[src/rtl/pipe_pkg.sv]
// Shared types and default payload widths for the handshaked pipeline stage registers.
package pipe_pkg;

  typedef enum logic [1:0] {
    EMPTY = 2'd0,
    BUSY  = 2'd1,
    FULL  = 2'd2
  } pipe_state_t;

  localparam int OCC_W = 2;

  // Default payload widths for each pipeline boundary
  localparam int IF_ID_DATA_W   = 64;
  localparam int IF_ID_CTRL_W   = 4;
  localparam int ID_EX_DATA_W   = 160;
  localparam int ID_EX_CTRL_W   = 12;
  localparam int EX_MEM_DATA_W  = 104;
  localparam int EX_MEM_CTRL_W  = 8;
  localparam int MEM_WR_DATA_W  = 72;
  localparam int MEM_WR_CTRL_W  = 4;

endpackage

[src/rtl/pipe_entry.sv]
// One held pipeline entry: valid bit plus datapath and control payload registers.
module pipe_entry
  import pipe_pkg::*;
#(
  parameter int DATA_W = 64,
  parameter int CTRL_W = 8
) (
  input  logic              clk,
  input  logic              reset,
  input  logic              clear,
  input  logic              load,
  input  logic              pop,
  input  logic [DATA_W-1:0] d_data,
  input  logic [CTRL_W-1:0] d_ctrl,
  output logic              valid,
  output logic [DATA_W-1:0] data,
  output logic [CTRL_W-1:0] ctrl
);

  // Clear kills the entry and its control; data is left as-is since it is never observed.
  always_ff @(posedge clk) begin
    if (reset) begin
      valid <= 1'b0;
      data  <= '0;
      ctrl  <= '0;
    end else if (clear) begin
      valid <= 1'b0;
      ctrl  <= '0;
    end else if (load) begin
      valid <= 1'b1;
      data  <= d_data;
      ctrl  <= d_ctrl;
    end else if (pop) begin
      valid <= 1'b0;
    end
  end

endmodule

[src/rtl/pipe_stage_skid.sv]
// Two-entry (main + skid) valid/ready pipeline stage with flush, bubble control zeroing,
// occupancy reporting and a saturating stall counter.
module pipe_stage_skid
  import pipe_pkg::*;
#(
  parameter int DATA_W              = 64,
  parameter int CTRL_W              = 8,
  parameter int ZERO_CTRL_ON_BUBBLE = 1,
  parameter int STALL_CNT_W         = 16
) (
  input  logic                   clk,
  input  logic                   reset,
  input  logic                   flush,
  input  logic                   in_valid,
  output logic                   in_ready,
  input  logic [DATA_W-1:0]      in_data,
  input  logic [CTRL_W-1:0]      in_ctrl,
  output logic                   out_valid,
  input  logic                   out_ready,
  output logic [DATA_W-1:0]      out_data,
  output logic [CTRL_W-1:0]      out_ctrl,
  output logic [OCC_W-1:0]       occupancy,
  output logic [STALL_CNT_W-1:0] stall_cnt
);

  function automatic logic [STALL_CNT_W-1:0] sat_inc(input logic [STALL_CNT_W-1:0] v);
    sat_inc = (&v) ? v : v + 1'b1;
  endfunction

  pipe_state_t       state_p0, state_nxt;
  logic              main_valid_p0, skid_valid_p0;
  logic [DATA_W-1:0] main_data_p0, skid_data_p0, main_d_data;
  logic [CTRL_W-1:0] main_ctrl_p0, skid_ctrl_p0, main_d_ctrl;
  logic              in_fire, out_fire;
  logic              main_load, main_pop, skid_load, skid_pop;

  // in_ready comes straight off the skid valid flop, so no combinational ready path exists.
  assign in_ready  = ~skid_valid_p0;
  assign out_valid = main_valid_p0;
  assign in_fire   = in_valid & in_ready;
  assign out_fire  = main_valid_p0 & out_ready;

  assign main_d_data = (state_p0 == FULL) ? skid_data_p0 : in_data;
  assign main_d_ctrl = (state_p0 == FULL) ? skid_ctrl_p0 : in_ctrl;

  always_ff @(posedge clk) begin
    if (reset) state_p0 <= EMPTY;
    else       state_p0 <= state_nxt;
  end

  always_comb begin
    state_nxt = state_p0;
    main_load = 1'b0;
    main_pop  = 1'b0;
    skid_load = 1'b0;
    skid_pop  = 1'b0;
    if (flush) begin
      state_nxt = EMPTY;
    end else begin
      case (state_p0)
        EMPTY: begin
          if (in_fire) begin
            main_load = 1'b1;
            state_nxt = BUSY;
          end
        end
        BUSY: begin
          if (in_fire && out_fire) begin
            main_load = 1'b1;
          end else if (in_fire) begin
            skid_load = 1'b1;
            state_nxt = FULL;
          end else if (out_fire) begin
            main_pop  = 1'b1;
            state_nxt = EMPTY;
          end
        end
        FULL: begin
          if (out_fire) begin
            main_load = 1'b1;
            skid_pop  = 1'b1;
            state_nxt = BUSY;
          end
        end
        default: state_nxt = EMPTY;
      endcase
    end
  end

  pipe_entry #(.DATA_W(DATA_W), .CTRL_W(CTRL_W)) u_main (
    .clk    (clk),
    .reset  (reset),
    .clear  (flush),
    .load   (main_load),
    .pop    (main_pop),
    .d_data (main_d_data),
    .d_ctrl (main_d_ctrl),
    .valid  (main_valid_p0),
    .data   (main_data_p0),
    .ctrl   (main_ctrl_p0)
  );

  pipe_entry #(.DATA_W(DATA_W), .CTRL_W(CTRL_W)) u_skid (
    .clk    (clk),
    .reset  (reset),
    .clear  (flush),
    .load   (skid_load),
    .pop    (skid_pop),
    .d_data (in_data),
    .d_ctrl (in_ctrl),
    .valid  (skid_valid_p0),
    .data   (skid_data_p0),
    .ctrl   (skid_ctrl_p0)
  );

  assign out_data  = main_data_p0;
  assign out_ctrl  = (ZERO_CTRL_ON_BUBBLE != 0 && !main_valid_p0) ? '0 : main_ctrl_p0;
  assign occupancy = {1'b0, main_valid_p0} + {1'b0, skid_valid_p0};

  // Stall counter is only reset, never flushed.
  always_ff @(posedge clk) begin
    if (reset) begin
      stall_cnt <= '0;
    end else if (main_valid_p0 && !out_ready) begin
      stall_cnt <= sat_inc(stall_cnt);
    end
  end

endmodule

[config.mk]
export PLATFORM = sky130hd
export DESIGN_NAME = pipe_stage_skid
export DESIGN_NICKNAME = d
export VERILOG_FILES = /design/src/rtl/pipe_pkg.sv /design/src/rtl/pipe_entry.sv /design/src/rtl/pipe_stage_skid.sv
export SDC_FILE = /design/constraint.sdc
export NUM_CORES = 1
export LEC_CHECK = 0
export CORE_MARGIN = 5
export CORE_UTILIZATION = 50
export DETAILED_ROUTE_END_ITERATION = 16
export GPL_TIMING_DRIVEN = 0
export PLACE_DENSITY = 0.81
export SETUP_SLACK_MARGIN = 0.05
export SLEW_MARGIN = 25
export SYNTH_ARGS = -nofsm -noshare
export SYNTH_HDL_FRONTEND = slang
export SYNTH_SLANG_ARGS = --single-unit
[constraint.sdc]
create_clock -name clk -period 5.3 [get_ports clk]
set_clock_uncertainty 0.05 [all_clocks]
set_input_delay 1.06 -clock clk [delete_from_list [all_inputs] [get_ports clk]]
set_output_delay 1.06 -clock clk [all_outputs]
set_load 0.005 [all_outputs]
# Word level (Yosys, flattened, before mapping)
# Index checks and enable logic that the tools add are counted.
# totals
word_cells	60
register_bits	164
inputBits	77
output_inout_bits	92
# op_classes
bitwise_logic	5
add_sub_neg	2
muxes	27
n_reduce_logical	12
n_eq_ne	6
# op_table
cell	n
$mux W64	1
$mux W1	17
$add A16 B1 Y16 const B	1
$mux W8	2
$reduce_and A16 Y1	1
$mux W2	5
$ne A2 B2 Y1 const B	3
$pmux W2 S3	1
$reduce_and A2 Y1	3
$reduce_and A4 Y1	1
$reduce_bool A2 Y1	2
$ne A3 B3 Y1 const B	1
$not A1 Y1	3
$pmux W1 S3	1
$add A1 B1 Y2	1
$and A1 B1 Y1	2
$eq A2 B1 Y1 const B	1
$eq A2 B2 Y1 const B	1
$logic_and A1 B1 Y1	2
$logic_not A2 Y1	1
$reduce_or A2 Y1	1
$logic_not A1 Y1	1

# Depth between registers and ports, before layout
# Gate-level depths: netlist of the first run.
# depth
depth_word	8
mapped_depth	8

# Cells and area by module
# A second synthesis of the first run with hierarchy kept.
# unflattened
hier_cells	855
area_unflattened_um2	8434.3
# by_module_without_submodules
module	seq_area_each_um2	instances	cells_per_inst	area_each_um2
pipe_entry	1461.4	2	323	3229.3
pipe_stage_skid	360.3	1	209	1975.6

# Least setup slack after synthesis of the first run
# No wires, ideal clock.
# synth_timing
kind	input -> register
from	input in_valid
to	register u_main.data[14]
t_arrival_ns	2.192
stages	6
setup_slack_ns	2.916
setup_time_ns	0.142
path_cell_list	or3b_1 > o22ai_1 > buf_2 > buf_4 > clkbuf_1 > a311oi_1
# synth_via
elab_chain_len	6
# synth_rtl
item	line_no	rtl
from (decl)	pipe_stage_skid.sv:14	input logic in_valid,
$and A1 B1 Y1 *	pipe_stage_skid.sv:40	assign in_fire = in_valid & in_ready;
$logic_and A1 B1 Y1	pipe_stage_skid.sv:68	if (in_fire && out_fire) begin
$mux W1	pipe_stage_skid.sv:68	
$pmux W1 S3 *	pipe_stage_skid.sv:60	case (state_p0)
$mux W1 *	pipe_stage_skid.sv:57	if (flush) begin
$reduce_and A2 Y1 (no line) *	n/a	
to (signal assigned)	pipe_entry.sv:31	data <= d_data;
to (decl)	pipe_entry.sv:16	output logic [DATA_W-1:0] data,
# Every way passes the cells marked *; elsewhere a longest branch is shown, timed or not.
# A chain may end at the register's enable or synchronous reset.

# Worst setup path after layout of the first run
# layout_timing
from	input flush
to	register u_main.data[36]
# layout_via
elab_chain_len	2
# layout_rtl
item	line_no	rtl
from (decl)	pipe_stage_skid.sv:13	input logic flush,
$mux W1 or $not A1 Y1 (tied branches)	n/a	
$reduce_and A2 Y1 (no line) *	n/a	
# Marks and branches as above.

==> results of run 1 <==
[state kept, by name, indices dropped and copies added, names as in the netlist]
name          flops
stall_cnt        16
u_skid.data      64
u_skid.valid      1
u_main.valid      1
state_p0          2
u_main.data      64
u_skid.ctrl       8
u_main.ctrl       8
[per-layer routing]
metal  global-route usage  vias to the layer above  routed length, um
met2                0.390                      229               9550
met4               0.0845                        0                374
met3               0.0467                       28               1210
met5                    0                        -                  0
li1                     -                     3170                  -
met1                0.317                     3032               8690
[Yosys cell counts, types with 3 or more instances]
| master | n |
|---|---|
| a21oi_1 | 149 |
| o21ai_0 | 3 |
| o31ai_1 | 4 |
| nand2b_1 | 3 |
| o41ai_1 | 3 |
| clkbuf_1 | 53 |
| nor2_1 | 13 |
| a2111oi_0 | 8 |
| o21ai_1 | 5 |
| dfxtp_1 | 164 |
| a311oi_1 | 64 |
| and2_1 | 9 |
| nand3_1 | 4 |
| or4_1 | 5 |
| mux2i_1 | 81 |
| buf_2 | 21 |
| inv_1 | 5 |
| nand2_1 | 136 |
| or3_1 | 8 |
| nand4_1 | 5 |
[placed cells by master, fill, tap and decap left out, types with 2 or more instances in the layout]
cell type / count
clkdlybuf4s50_1: 167
dfxtp_1: 164
a21oi_1: 149
nand2_1: 136
mux2i_1: 81
a311oi_1: 64
clkbuf_1: 57
buf_2: 21
clkbuf_16: 17
nor2_1: 13
and2_1: 9
or3_1: 8
a2111oi_0: 8
inv_1: 5
nand4_1: 5
or4_1: 5
o21ai_1: 5
bufinv_16: 5
nand3_1: 4
o31ai_1: 4
nand2b_1: 3
o41ai_1: 3
o21ai_0: 3
nor2b_1: 2
o311ai_0: 2
ha_1: 2
clkbuf_8: 2
[metrics by stage]
step           setup slack, ps  hold slack [ps]  instance area (um2)
2_1_floorplan             2920              386                 6890
3_3_place_gp              1920              390                 8780
3_5_place_dp              1910              396                 8780
4_1_cts                   2300              404                 9400
5_1_grt                   2140              416                 9400
6_report                  2320              403                 9400
[area by class of cell]
class | count | share of cell area
repair buffers | 167 | 0.178
inverters | 5 | 0.00200
flip-flops and latches | 164 | 0.349
clock inverters | 5 | 0.0160
clock buffers | 23 | 0.0498
well taps | 176 | 0.0234
plain buffers | 76 | 0.0343
multi-input cells | 524 | 0.347
[worst max path at each step]
stage | start | end | slack, ps | cells past startpoint
floorplan | in_valid | u_main.data[14] | 2920 | 6
global placement | flush | u_main.data[28] | 1920 | 7
detailed placement | flush | u_main.data[31] | 1910 | 7
CTS | flush | u_main.data[36] | 2300 | 7
global route | out_ready | u_skid.data[63] | 2140 | 6
finish | flush | u_main.data[36] | 2320 | 7
[power groups by stage]
stage | combinational (mW) | clock, mW | sequential, mW
2_1_floorplan | 0.154 | 0 | 1.33
3_3_place_gp | 0.342 | 0 | 1.33
3_5_place_dp | 0.346 | 0 | 1.33
4_1_cts | 0.349 | 1.32 | 1.31
5_1_grt | 0.377 | 1.37 | 1.31
6_report | 0.348 | 1.31 | 1.31
[worst reg2reg max path, stage by stage (launching register included)]
cell	delay, ps
dfxtp_1	410
ha_1	210
nand4_1	250
o41ai_2	470
buf_2	290
buf_6	170
mux2i_1	180
nor2_1	60
[cell families after synthesis]
logic type                 synth area share
AOI/OAI and AO/OA                     0.223
and+or+nand+nor                       0.127
DFF                                   0.476
buffers and inverters                0.0496
muxes                                 0.118
xor gates and xnor gates            0.00254
adders and majority gates           0.00363
==> impl_results.md, run 1 <==
* Status: complete, no violations
* Post-CTS Setup Bufs at 0
* Crit-path max FO at 10
* Clock group share of total power at 0.442
* Leakage at between 3 and 4 nW
* Sw frac at 0.221
* R2r startpoint: stall_cnt[0]
* Startpoint Class: input port
* First-pass GRT wire length at 31,500 um
* HPWL Detailed at about 14,000 um
* H-tree levels at 4
* Layout cells sized above 1 at 0.0539
* I/O Pins at between 150 and 200
* Yosys warns at 0
* CTS root buffer: clkbuf_16
* CORE AREA at 0.0134 mm2
* Longest Clk Path Bufs at 2
* Antenna violations before repair at 0
* Yosys reg bits at between 150 and 200
* Slew Viols, Final at 0
* Full die area at about 0.016 mm2
* Final min period at 2980 ps
* Sequential share of the synthesized area at 0.476
* Worst R2R End: stall_cnt[1]
* Critical path type: in -> reg
* Int Power at ~2.3 mW
* Worst-Skew Late Latency at between 400 and 500 ps
* DRC viols at 0
* Clock slew at reported path FFs at 60 ps
* CTS tree: done
* Crit path largest cell delay at 480 ps
* Relative slew slack at 0.479
* DR vias/cell at roughly 5.7
* Setup slack, reg-to-reg at 3070 ps
* Area share of the largest cell type after synthesis at 0.476
* Routed WL at between 15,000 and 20,000 um
* Layout Nets at 1,034
* Top cell type by total area after synthesis: dfxtp_1
* Worst slew pin tran at a little under 800 ps
* Initial drt markers at 502
* Switch Pwr at between 0.6 and 0.7 mW
* Post-DR wirelength/cell at about 17 um
* Pwr Density at 316 mW/mm2
* Slowest cell on crit path: clkbuf_1
* Crit end category: flip-flop
* Cell count after synthesis at slightly below 800
* Area of the multi-input gates at approximately 0.0033 mm2
* Req. time, crit path at about 5600 ps
* Post-synth EDFFs at 0
* Cell count after placement at roughly 1,100
* PortBufs at roughly 170
* Peak supply drop at 0.000249 V
* Final Util at 0.701
* DIE WIDTH at 127 um
* Worst-case reg-to-reg path depth at 7
* TritonRoute pass-1 iters at 5
* Clock sinks at between 150 and 200
* Resize count post-CTS at 0
* # diodes at 0
* Crit path max-delay family: buffers and inverters
* Hold path startpoint: u_skid.data[46]
* PnR Total Power at about 3.0 mW
* Min-Delay Path Class: reg -> reg
* Top cell by count, worst path: clkbuf_1
* Layout area overhead at 36.4%
* Detail Route Antenna Nets at 0
* Top_reg_cell synth: dfxtp_1
* # rows at 42
* Via count at between 6,000 and 7,000
* Grt total ovfl at 0
* Cell Chain, Critical Path: clkdlybuf4s50_1, clkbuf_1, inv_1, clkbuf_1, clkbuf_1, a21oi_1, a311oi_1
* FF/Latch Area at 0.00328 mm2
* Largest net degree at the start of global routing at 17
* Final Hold Violating Endpoints at 0
* Setup tns final at 0 ps
* Distinct cells, synth at 43
* Fmax at around 0.34 GHz
* RSZ-0062 raised after global routing: false
* FFs w/ async S/R, synth at 0
* Gpl congestion at roughly 0.86
* Fill cells at roughly 1,100
* # hold bufs at CTS at 0
* Fin cells at approximately 1,100
* CP Data Arrival Time at 3250 ps
* Logic pwr share at 0.117
* Num CTS Buffers at 17
* CP bufs+invs at 5
* Syn_area_per_cell at 8.96 um2
* Period utilization at 0.562
* Synthesized Nets at 848
* Number of global-route vias before repair at between 6,000 and 7,000
* Initial cell density of the core at 0.514
* Final setup viols at 0
* Hold Path End: u_skid.data[46]
* Ranking of synthesized cells by area: dfxtp_1 (48%), mux2i_1 (12%), a21oi_1 (11%)
* MaxCap Viol Count at 0
* Hold depth at 2
* Reg power frac at 0.441
* Total GRT Usage at 0.239
* Die Ht at between 100 and 150 um
* Cell Area, Synth at 0.00689 mm2
(Power assumes the default switching activity.)
==> run 2, diff against run 1 <==
CORE_UTILIZATION = 49   (was 50)
PLACE_DENSITY = 0.79   (was 0.81)
clock period = 2.75 ns   (was 5.3 ns; I/O delays follow)
==> run 2 against run 1 <==
Effect of this change: global-route usage down 0.31 points; routed wire length shrank 0.71%; count of clock-buffer cells in the layout unchanged; final area down 0.35%; flip-flop and latch count is the same; critical path type unchanged; critical endpoint is now u_main.data[33]; largest power group unchanged.
==> impl_results.md, run 2 (synthesis results as in run 1) <==
* HPWL Detailed at 14,000 um (about the same)
* Antenna violations before repair at 0 (unchanged)
* PnR Total Power at 5.52 mW (+86%)
* Fill cells at 1,137 (+7.0%)
* Startpoint Class: input port
* Regs by FF count: u_main.data x64, u_skid.data x64, stall_cnt x16
* DIE WIDTH at 129 um (+0.94%)
* Final Hold Violating Endpoints at 0 (unchanged)
* Slew Viols, Final at 0 (unchanged)
* CORE AREA at 0.0138 mm2 (+3.2%)
* Gpl congestion at 0.857 (about the same)
* Layout cells sized above 1 at 0.0589 (+0.00494)
* Worst slew pin tran at 839 ps (+62.1 ps)
* Crit end category: flip-flop
* Die Ht at 129 um (+0.94%)
* Critical path type: in -> reg
* CP bufs+invs at 5 (unchanged)
* Routed WL at 19,700 um (-0.71%)
* Number of global-route vias before repair at 6,124 (-1.2%)
* Initial drt markers at 507 (+1.0%)
* Top cell by count, worst path: clkbuf_1
* DR vias/cell at 5.61 (-0.99%)
* PortBufs at 167 (unchanged)
* # diodes at 0 (unchanged)
* Post-Place Setup Slack at -200 ps (-2110 ps)
* CTS tree: done
* Largest net degree at the start of global routing at 17 (unchanged)
* Min-Delay Path Class: reg -> reg
* DRC viols at 0 (unchanged)
* Crit-path max FO at 10 (unchanged)
* RSZ-0062 raised after global routing: false
* Clock sinks at 164 (unchanged)
* Post-DR wirelength/cell at 17.1 um (-1.4%)
* Layout area overhead at 36.0%
* Crit path max-delay family: buffers and inverters
* Detail Route Antenna Nets at 0 (unchanged)
* First-pass GRT wire length at 31,200 um (-0.77%)
* # hold bufs at CTS at 0 (unchanged)
* CP Data Arrival Time at 2760 ps (-490 ps)
* Post-CTS Setup Bufs at 0 (unchanged)
* Pwr Density at 589 mW/mm2 (+87%)
* Worst-Skew Late Latency at 420 ps (about the same)
* Status: complete, no violations
* Initial cell density of the core at 0.498 (-0.0159)
* Cell Chain, Critical Path: clkdlybuf4s50_1, clkbuf_1, inv_1, clkbuf_1, clkbuf_1, a21oi_1, a311oi_1
* CTS root buffer: clkbuf_16
* H-tree levels at 4 (unchanged)
* Total GRT Usage at 0.236 (-0.00308)
* MaxCap Viol Count at 0 (unchanged)
* Commonest non-fill, non-tap cells in the layout: clkdlybuf4s50_1 (167), dfxtp_1 (164), a21oi_1 (149), nand2_1 (136), mux2i_1 (81)
* Final min period at 2490 ps
* # rows at 43 (+2.4%)
* Crit path largest cell delay at 530 ps (+50 ps)
* Relative slew slack at 0.437 (-0.0416)
* Final setup viols at 0 (unchanged)
* Fmax at between 0.4 and 0.5 GHz
* Leakage at 3.63 nW (-0.56%)
* Setup ws final at 264 ps (-2060 ps)
* Layout Nets at 1,034 (unchanged)
* Hold Slack at 402 ps (-0.825 ps)
* Via count at 6,440 (-0.29%)
* Grt total ovfl at 0 (unchanged)
* Req. time, crit path at 3030 ps (-2540 ps)
* Peak supply drop at 0.000399 V (+60%)
* I/O Pins at 169 (unchanged)
* Most common cell after layout, fill and taps aside: clkdlybuf4s50_1
* Full die area at 0.0165 mm2 (+1.9%)
* Clock slew at reported path FFs at 60 ps (about the same)
* TritonRoute pass-1 iters at 7 (+2)
* Longest Clk Path Bufs at 2 (unchanged)
* Slowest cell on crit path: clkbuf_1
* Period utilization at 0.904
* Num CTS Buffers at 17 (unchanged)
* Resize count post-CTS at 0 (unchanged)
[run 2: cell types whose count changed in the layout (fill, tap and decap cells not counted), sizes merged]
cell	change
bufinv	-3
clkinv	+4
clkinvlp	+3
[run 2: per-layer routing]
metal / track usage / vias up / wire, um / share of wire
li1: - / 3188 / - / -
met1: 0.306 / 3018 / 8500 / 0.43
met2: 0.397 / 206 / 9540 / 0.48
met3: 0.0457 / 28 / 1300 / 0.066
met4: 0.0778 / 0 / 346 / 0.018
met5: 0 / - / 0 / 0
[run 2: final timing paths]
kind	startpoint	end	slack, ps	cells after the start
max	flush	u_main.data[33]	260	7
min	u_skid.data[42]	u_skid.data[42]	400	2
max reg2reg	stall_cnt[0]	stall_cnt[1]	450	7
min reg2reg	u_skid.data[42]	u_skid.data[42]	400	2
[run 2: final cells by class]
| type | count | area [um2] | share of cell area |
|---|---|---|---|
| Sequential cell | 164 | 3280 | 0.350 |
| Multi-Input combinational cell | 524 | 3270 | 0.349 |
| Timing Repair Buffer | 167 | 1670 | 0.178 |
| Clock buffer | 23 | 478 | 0.0510 |
| Buffer | 76 | 323 | 0.0345 |
| Tap cell | 180 | 225 | 0.0240 |
| Clock inverter | 9 | 103 | 0.0110 |
| Inverter | 5 | 18.8 | 0.00200 |
[run 2: where the power goes]
part	internal [mW]	switching (mW)	total (mW)
Sequential	2.47	0.0518	2.52
Clock	1.40	0.929	2.33
Combinational	0.347	0.322	0.669
Total	4.22	1.30	5.52
[run 2: worst register-to-register path, cell delays in order, from the launching register on]
cell and delay (ps):
dfxtp_1 430, ha_1 220, nand4_1 250, o41ai_2 490, buf_2 290, buf_6 180, mux2i_1 210, nor2_1 50
[run 2: stage by stage]
stage | TNS [ps] | util | instance area, um2 | instances
2_1_floorplan | 0 | - | 6890 | 769
3_3_place_gp | -8260 | 0.636 | 8790 | 1116
3_5_place_dp | -11190 | 0.636 | 8790 | 1116
4_1_cts | 0 | 0.677 | 9370 | 1148
5_1_grt | 0 | 0.677 | 9370 | 1148
6_report | 0 | 0.677 | 9370 | 1148
==> run 3, diff against run 2 <==
clock period = 2.45 ns   (was 2.75 ns; I/O delays follow)
==> run 3 against run 2 <==
Effect of this change: via count about the same; largest cell class unchanged; worst setup slack lost 47 ps; final cell count unchanged; register-to-register slack got worse by 180 ps; count of clock-buffer cells in the layout stayed put; sequential power grew 12%; sequential share of layout area decreased by 0.10 points; combinational power grew 13%; critical path depth fell by 4; largest power group unchanged; highest routed layer unchanged.
==> impl_results.md, run 3 (synthesis results as in run 1) <==
* # rows at 43 (unchanged)
* Worst slew pin tran at 698 ps (-141 ps)
* # diodes at 0 (unchanged)
* First-pass GRT wire length at 31,200 um (unchanged)
* CTS tree: done
* Worst R2R End: stall_cnt[1]
* Setup tns final at 0 ps (unchanged)
* Peak supply drop at 0.000448 V (+12%)
* Clock sinks at 164 (unchanged)
* RSZ-0062 raised after global routing: true
* Initial drt markers at 501 (-1.2%)
* Num CTS Buffers at 17 (unchanged)
* Relative slew slack at 0.535 (+0.0972)
* Pwr Density at 659 mW/mm2 (+12%)
* R2r startpoint: stall_cnt[0]
* Setup ws final at 217 ps (-47.3 ps)
* Setup slack, reg-to-reg at 270 ps (-180 ps)
* Post-DR wirelength/cell at 17.1 um (about the same)
* Most common cell after layout, fill and taps aside: clkdlybuf4s50_1
* PortBufs at 167 (unchanged)
* Die Ht at 129 um (unchanged)
* Grt total ovfl at 0 (unchanged)
* # hold bufs at CTS at 0 (unchanged)
* Cell area after layout at 0.00940 mm2 (+0.33%)
* Layout area overhead at 36.4%
* Final Hold Violating Endpoints at 0 (unchanged)
* Slowest cell on crit path: clkdlybuf4s50_1
* Startpoint Class: flip-flop
* Hold depth at 2 (unchanged)
* I/O Pins at 169 (unchanged)
* Post-Place Setup Slack at -440 ps (-240 ps)
* Regs by FF count: u_main.data x64, u_skid.data x64, stall_cnt x16
* Worst-case reg-to-reg path depth at 8 (+1)
* DR vias/cell at 5.61 (about the same)
* Initial cell density of the core at 0.498 (unchanged)
* Slew Viols, Final at 0 (unchanged)
* DIE WIDTH at 129 um (unchanged)
* CP Data Arrival Time at 1690 ps (-1070 ps)
* Leakage at 3.64 nW (+0.42%)
* Critical path type: reg -> out
* PnR Total Power at 6.20 mW (+12%)
* Crit path largest cell delay at 530 ps (about the same)
* Via count at 6,438 (-0.031%)
* Largest net degree at the start of global routing at 17 (unchanged)
* Final setup viols at 0 (unchanged)
* Total GRT Usage at 0.236 (unchanged)
* Cell Chain, Critical Path: buf_4, and2_1, clkdlybuf4s50_1
* Crit path to: out_ctrl[1]
* Antenna violations before repair at 0 (unchanged)
* Status: complete, no violations
* CORE AREA at 0.0138 mm2 (unchanged)
* Final min period at between 2000 and 2500 ps
* DRC viols at 0 (unchanged)
* Crit-path max FO at 10 (unchanged)
* Clock slew at reported path FFs at 60 ps (about the same)
* Detail Route Antenna Nets at 0 (unchanged)
* Hold Slack at 403 ps (+0.710 ps)
* Number of global-route vias before repair at 6,124 (unchanged)
* Min-Delay Path Class: reg -> reg
* HPWL Detailed at 14,000 um (unchanged)
* Layout Nets at 1,034 (unchanged)
* Req. time, crit path at 1910 ps (-1120 ps)
* Period utilization at 0.911
* Gpl congestion at 0.857 (unchanged)
* Full die area at 0.0165 mm2 (unchanged)
* Fmax at around 0.45 GHz
* CTS root buffer: clkbuf_16
* Post-DP Area at 0.00879 mm2 (unchanged)
* MaxCap Viol Count at 0 (unchanged)
* Longest Clk Path Bufs at 2 (unchanged)
* Routed WL at 19,700 um (about the same)
* Worst-Skew Late Latency at 420 ps (about the same)
* TritonRoute pass-1 iters at 5 (-2)
* Commonest non-fill, non-tap cells in the layout: clkdlybuf4s50_1 (167), dfxtp_1 (163), a21oi_1 (149), nand2_1 (136), mux2i_1 (81)
* Layout cells sized above 1 at 0.0651 (+0.00620)
* H-tree levels at 4 (unchanged)
* Crit end category: primary output
* CP startpoint: u_main.valid
==> run 3: through the flow <==
step	cells	util
2_1_floorplan	769	-
3_3_place_gp	1116	0.636
3_5_place_dp	1116	0.636
4_1_cts	1148	0.678
5_1_grt	1148	0.680
6_report	1148	0.680
==> run 3: what timing repair did <==
item | in CTS | in global routing
buffers inserted | 0 | 1
resized for setup | 2 | 11
endpoints found under the setup margin | 6 | 88
==> run 3: power by group <==
part	internal [mW]	switching, mW	total [mW]
Sequential	2.77	0.0582	2.83
Clock	1.57	1.04	2.62
Combinational	0.391	0.364	0.754
Total	4.73	1.46	6.20
==> run 3: worst min path at each step <==
stage                                  to  slack [ps]             from
final                      u_skid.data[5]         400   u_skid.data[5]
after floorplan            u_skid.data[0]         390   u_skid.data[0]
after global routing      u_skid.data[52]         420  u_skid.data[52]
after global placement    u_skid.data[19]         390  u_skid.data[19]
after detailed placement  u_skid.data[31]         400  u_skid.data[31]
after CTS                 u_skid.data[31]         400  u_skid.data[31]
==> run 3: cell type report <==
cell class,instances,area (um2)
well taps,180,225
flip-flops and latches,164,3280
clock inverters,9,103
fillers,1137,4430
inverters,5,18.8
plain buffers,75,327
repair buffers,168,1680
multi-input cells,524,3280
clock buffers,23,478
==> run 3: worst max-delay path, delay by kind of cell, from the launching register on <==
family	cells	cell delay (ps)
buffers and inverters	2	720
DFF	1	410
and+or+nand+nor	1	140
==> run 3: metal layers <==
| metal | share of wire | vias to the layer above | GRT usage |
|---|---|---|---|
| met5 | 0 | - | 0 |
| met4 | 0.021 | 0 | 0.0778 |
| met3 | 0.062 | 32 | 0.0457 |
| met2 | 0.48 | 182 | 0.397 |
| met1 | 0.44 | 3037 | 0.306 |
| li1 | - | 3187 | - |
